===== src/rtl/cd_prod_accum.sv =====
`default_nettype none
// ============================================================================
// Module   : cd_prod_accum
// Purpose  : Frame accumulator for unsigned carry-disregard approximate
//            products. Sums up to FRAME_LEN products (or fewer if in_last
//            closes the frame early) and presents sum, count and a sticky
//            overflow flag on a valid/ready output.
// Options  : CD_ACC_SAT_EN defined   -> saturating accumulation on overflow
//            CD_ACC_SAT_EN undefined -> modular wrap on overflow
// Revision : 1.0 - initial release
// ============================================================================
module cd_prod_accum #(
    parameter int PW        = 16,
    parameter int ACC_W     = 24,
    parameter int FRAME_LEN = 8
) (
    input  logic             clk,
    input  logic             rst_n,
    input  logic             in_valid,
    output logic             in_ready,
    input  logic [PW-1:0]    in_prod,
    input  logic             in_last,
    output logic             out_valid,
    input  logic             out_ready,
    output logic [ACC_W-1:0] out_sum,
    output logic [7:0]       out_count,
    output logic             out_ovf
);

    typedef enum logic [1:0] {
        S_IDLE  = 2'd0,
        S_ACCUM = 2'd1,
        S_HOLD  = 2'd2
    } state_t;

    localparam logic [7:0]       c_frame_len = 8'(FRAME_LEN);
    localparam logic [ACC_W-1:0] c_acc_max   = '1;

    state_t             state_q, state_d;
    logic [ACC_W-1:0]   acc_q, acc_d;
    logic [7:0]         cnt_q, cnt_d;
    logic               ovf_q, ovf_d;
    logic               in_ready_q;
    logic               out_valid_q;

    logic               w_accept;
    logic [ACC_W:0]     w_sum;
    logic               w_carry;
    logic [ACC_W-1:0]   w_acc_next;
    logic [7:0]         w_cnt_inc;

    // Datapath: one extra bit above the accumulator catches the carry-out.
    always_comb begin
        w_accept  = in_valid & in_ready_q;
        w_sum     = {1'b0, acc_q} + {{(ACC_W + 1 - PW){1'b0}}, in_prod};
        w_carry   = w_sum[ACC_W];
        w_cnt_inc = cnt_q + 8'd1;
`ifdef CD_ACC_SAT_EN
        // Once clamped, any further nonzero product carries again and re-clamps.
        w_acc_next = w_carry ? c_acc_max : w_sum[ACC_W-1:0];
`else
        w_acc_next = w_sum[ACC_W-1:0];
`endif
    end

    // Next-state logic; acc/cnt are zero in IDLE so the same adder loads the first product.
    always_comb begin
        state_d = state_q;
        acc_d   = acc_q;
        cnt_d   = cnt_q;
        ovf_d   = ovf_q;
        case (state_q)
            S_IDLE, S_ACCUM: begin
                if (w_accept) begin
                    acc_d = w_acc_next;
                    cnt_d = w_cnt_inc;
                    ovf_d = ovf_q | w_carry;
                    if ((w_cnt_inc == c_frame_len) || in_last) begin
                        state_d = S_HOLD;
                    end else begin
                        state_d = S_ACCUM;
                    end
                end
            end
            S_HOLD: begin
                if (out_ready) begin
                    state_d = S_IDLE;
                    acc_d   = '0;
                    cnt_d   = 8'd0;
                    ovf_d   = 1'b0;
                end
            end
            default: begin
                state_d = S_IDLE;
                acc_d   = '0;
                cnt_d   = 8'd0;
                ovf_d   = 1'b0;
            end
        endcase
    end

    // State and registered handshake outputs; in_ready stays low for the first
    // IDLE cycle after HOLD so every frame is followed by a two-cycle input gap.
    always_ff @(posedge clk or negedge rst_n) begin
        if (!rst_n) begin
            state_q     <= S_IDLE;
            acc_q       <= '0;
            cnt_q       <= 8'd0;
            ovf_q       <= 1'b0;
            in_ready_q  <= 1'b0;
            out_valid_q <= 1'b0;
        end else begin
            state_q     <= state_d;
            acc_q       <= acc_d;
            cnt_q       <= cnt_d;
            ovf_q       <= ovf_d;
            in_ready_q  <= (state_d != S_HOLD) && (state_q != S_HOLD);
            out_valid_q <= (state_d == S_HOLD);
        end
    end

    assign in_ready  = in_ready_q;
    assign out_valid = out_valid_q;
    assign out_sum   = acc_q;
    assign out_count = cnt_q;
    assign out_ovf   = ovf_q;

endmodule
`default_nettype wire

===== config.mk =====
export PLATFORM = sky130hd
export DESIGN_NAME = cd_prod_accum
export DESIGN_NICKNAME = d
export VERILOG_FILES = /design/src/rtl/cd_prod_accum.sv
export SDC_FILE = /design/constraint.sdc
export NUM_CORES = 1
export LEC_CHECK = 0
export CAP_MARGIN = 15
export CORE_ASPECT_RATIO = 1.5
export CORE_MARGIN = 10
export CORE_UTILIZATION = 50
export CTS_CLUSTER_DIAMETER = 60
export DETAILED_ROUTE_END_ITERATION = 10
export PLACE_DENSITY = 0.82
export SLEW_MARGIN = 20
export SYNTH_ARGS = -nofsm -noshare
export SYNTH_HDL_FRONTEND = slang
export SYNTH_SLANG_ARGS = --single-unit
export TNS_END_PERCENT = 50

===== constraint.sdc =====
create_clock -name clk -period 5.9 [get_ports clk]
set_clock_uncertainty 0.05 [all_clocks]
set_input_delay 0.59 -clock clk [delete_from_list [all_inputs] [get_ports clk]]
set_output_delay 0.59 -clock clk [all_outputs]
set_load 0.02 [all_outputs]

==> impl_results.md <==
- Critical path data arrival time: around 3.0 ns
- Core ar.: 0.00489 mm^2
- Critical path type: input port to register
- CP max-delay cell: a221oi_2
- Worst Tran Pin Value: 0.684 ns
- Design internal power: 893 uW
- Ant diodes: 0
- First-pass GRT wire length: 10.9 mm
- Clock tree from TritonCTS: built
- IO Port Bufs: 55
- Fin crit share: between 40% and 50%
- Reg2reg start: out_sum[0]
- Synthesis-to-finish area growth: 27.5%
- Slew Viols, Final: 0
- Crit-path leading delay family: compound AO/OA/AOI/OAI gates
- Remaining DRCs: 0
- Num CTS Buffers: 5
- Worst-Skew Late Latency: 0.29 ns
- Final instance area: 0.00323 mm^2
- Clock root cell: clkbuf_8
- Clock period minus worst slack: around 2.9 ns
- Routability Congestion: 0.898
- Number of synthesized flops with an enable pin: 0
- Initial antenna violation count: 0
- Flop-to-flop setup slack: 3.34 ns
- Most frequent cells in the layout: 61 x nand2_1, 55 x clkdlybuf4s50_1, 37 x dfrtp_1
- Critical Path Fanout Max: 5
- Post-placement cell area: 0.00312 mm^2
- Yosys cell types: between 40 and 50
- Endpoint class of the critical path: register
- Hold Slack: about 0.46 ns
- HPWL after DPL: 4.95 mm
- WP buf/inv: 1
- Hold-fix buffers, CTS: 0
- Num Clock Sinks: 37
- Vias in the first global route: 2401
- Vias per inst: between 5 and 6
- ANT nets after route: 0
- 1st-iter DRT viols: about 180
- Worst VDD drop: 0.245 mV
- Fmax: 349 MHz
- Setup TNS: 0 ns
- WP depth: 9
- Post-Syn Nets: 337
- Seq/Total Area, Yosys: between 30 and 40%
- Status: finished, final reports clean
- Pwr/cell area: 501 mW/mm^2
- Most common cell after layout, fill and taps aside: nand2_1
- Post-cts resize count: 0
- Hold Crit Class: register to register
- Endpoints failing setup: 0
- Hold path startpoint: out_ovf
- Routed Wire Length: 6.47 mm
- Leak pwr: around 0.0014 uW
- Fill cells: 431
- Die ar.: 0.00838 mm^2
- Asr flop ratio synth: 100%
- CP max stage delay: approximately 0.42 ns
- Starting Density: roughly 52%
- Worst Setup EP: out_sum[20]
- Reg2reg end: out_sum[20]
- All-Layer GR Usage: between 10% and 20%
- Clk pwr share: between 10% and 20%
- P_sw: 728 uW
- Critical Path Source: in_prod[0]
- Flop pwr share: 27.8%
- Synth Instances: around 300
- Number of max-cap violations: 0
- Std cell rows: 31
- CTS Buffer Depth: 2
- Synth Cell Area: 0.00253 mm^2
- Gr ovfl total: 0
- H-tree Lvls: 2
- Worst path cell trace: clkdlybuf4s50_1, ha_1, fa_1, a21o_1, a221oi_2, o221a_2, o21ai_2, nand4_1, mux2i_1
- DR WL/cell: 15.5 um
- R2R depth: 8
- Chip Width: 78.1 um
- Worst path required time: ~6.1 ns
- Worst Setup Start Kind: input port
- Yosys warns: 0
- Final hold violation count: 0
- Synth Flop Type: dfrtp_1
- Largest net degree at the start of global routing: 38
- RSZ-0062 raised after global routing: false
- #FFs+latches synth: 37
- Switching part of the total power: about 45%
- I/O Pins: 56
- Die height: 107 um
- Relative slew slack: 54.1%
- Worst-path clk slew: 0.08 ns
- Share of layout cells above drive strength 1: between 5 and 6%
- Drt pass-1 iters: 5
- Nets: 388
- Post-Syn Area per Cell: approximately 8.5 um^2
- Post-CTS Setup Bufs: 0
- DR vias: about 2400
- Logic pwr share: 57.8%
-- worst min-delay path by stage --
stage / end / slack (ns) / cells past startpoint
2_1_floorplan: in_ready / 0.24 / 0
3_3_place_gp: out_sum[2] / 0.44 / 2
3_5_place_dp: out_ovf / 0.43 / 2
4_1_cts: out_ovf / 0.47 / 2
5_1_grt: out_ovf / 0.50 / 2
6_report: out_ovf / 0.46 / 2
-- Yosys cell counts, types with 4 or more instances --
cell      count  share of area (%)
nand3_1       7                1.4
nor3_1        8                1.6
ha_1         17                8.4
and2_1        4               0.99
nand3b_1      4                1.2
nand4_1       5                1.2
dfrtp_1      37                 37
a211oi_1      4                1.2
nor2_1       17                2.5
nand2_1      61                9.0
xor2_1        6                2.1
inv_1         4               0.59
o21ai_0      30                5.9
xnor2_1       8                2.8
mux2i_1       8                3.2
clkbuf_1      9                1.3
a21oi_1      17                3.4
-- worst reg2reg max path, delay by kind of cell (launching register included) --
kind | cells | cell delay [ns]
AND/OR/NAND/NOR | 1 | 0.14
multiplexers | 1 | 0.18
adder cells (fa/ha/maj) | 2 | 0.62
AO/OA/AOI/OAI | 4 | 1.09
flip-flops | 1 | 0.41
-- per-layer routing --
metal | part of all wire, % | up-vias | global-route usage [%]
li1 | - | 1175 | -
met1 | 40 | 1146 | 17.0
met2 | 53 | 73 | 28.6
met3 | 5.6 | 7 | 3.85
met4 | 1.4 | 0 | 4.76
met5 | 0 | - | 0
-- kinds of logic (layout without fill, tap and decap cells) --
logic type	count (synthesis)	count (layout)	synth area share (%)
compound gates	81	81	20.0
xor+xnor	14	14	4.84
fa+ha+maj	18	18	9.18
buf+inv	17	69	3.21
flops	37	37	36.5
mux	8	8	3.16
simple gates	123	123	23.1
-- registers in the layout, summed over array words and instances (netlist names) --
signal,count
out_sum,24
in_ready,1
state_q,2
out_count,8
out_valid,1
out_ovf,1
-- per-stage QoR --
step	power, uW	setup slack (ns)	util [%]	instances
floorplan	1080	3.40	-	298
global placement	1370	2.78	63.8	408
detailed placement	1390	2.77	63.8	408
CTS	1630	3.05	66.2	416
global route	1750	2.89	66.2	416
finish	1620	3.03	66.2	416
-- cell type report --
cell class	instances	area, um^2	area share (%)
multi-input cells	244	1530	47.3
flip-flops and latches	37	926	28.6
repair buffers	57	566	17.5
clock buffers	7	86.3	2.67
well taps	66	82.6	2.55
clock inverters	1	30.0	0.929
inverters	4	15.0	0.464
-- power groups by stage --
stage / registers (uW) / logic (uW) / clock network (uW)
floorplan: 527 / 549 / 0
global placement: 452 / 915 / 0
detailed placement: 454 / 936 / 0
CTS: 450 / 941 / 237
global route: 467 / 1040 / 249
finish: 450 / 937 / 233
Power figures use the tool's default switching activity.
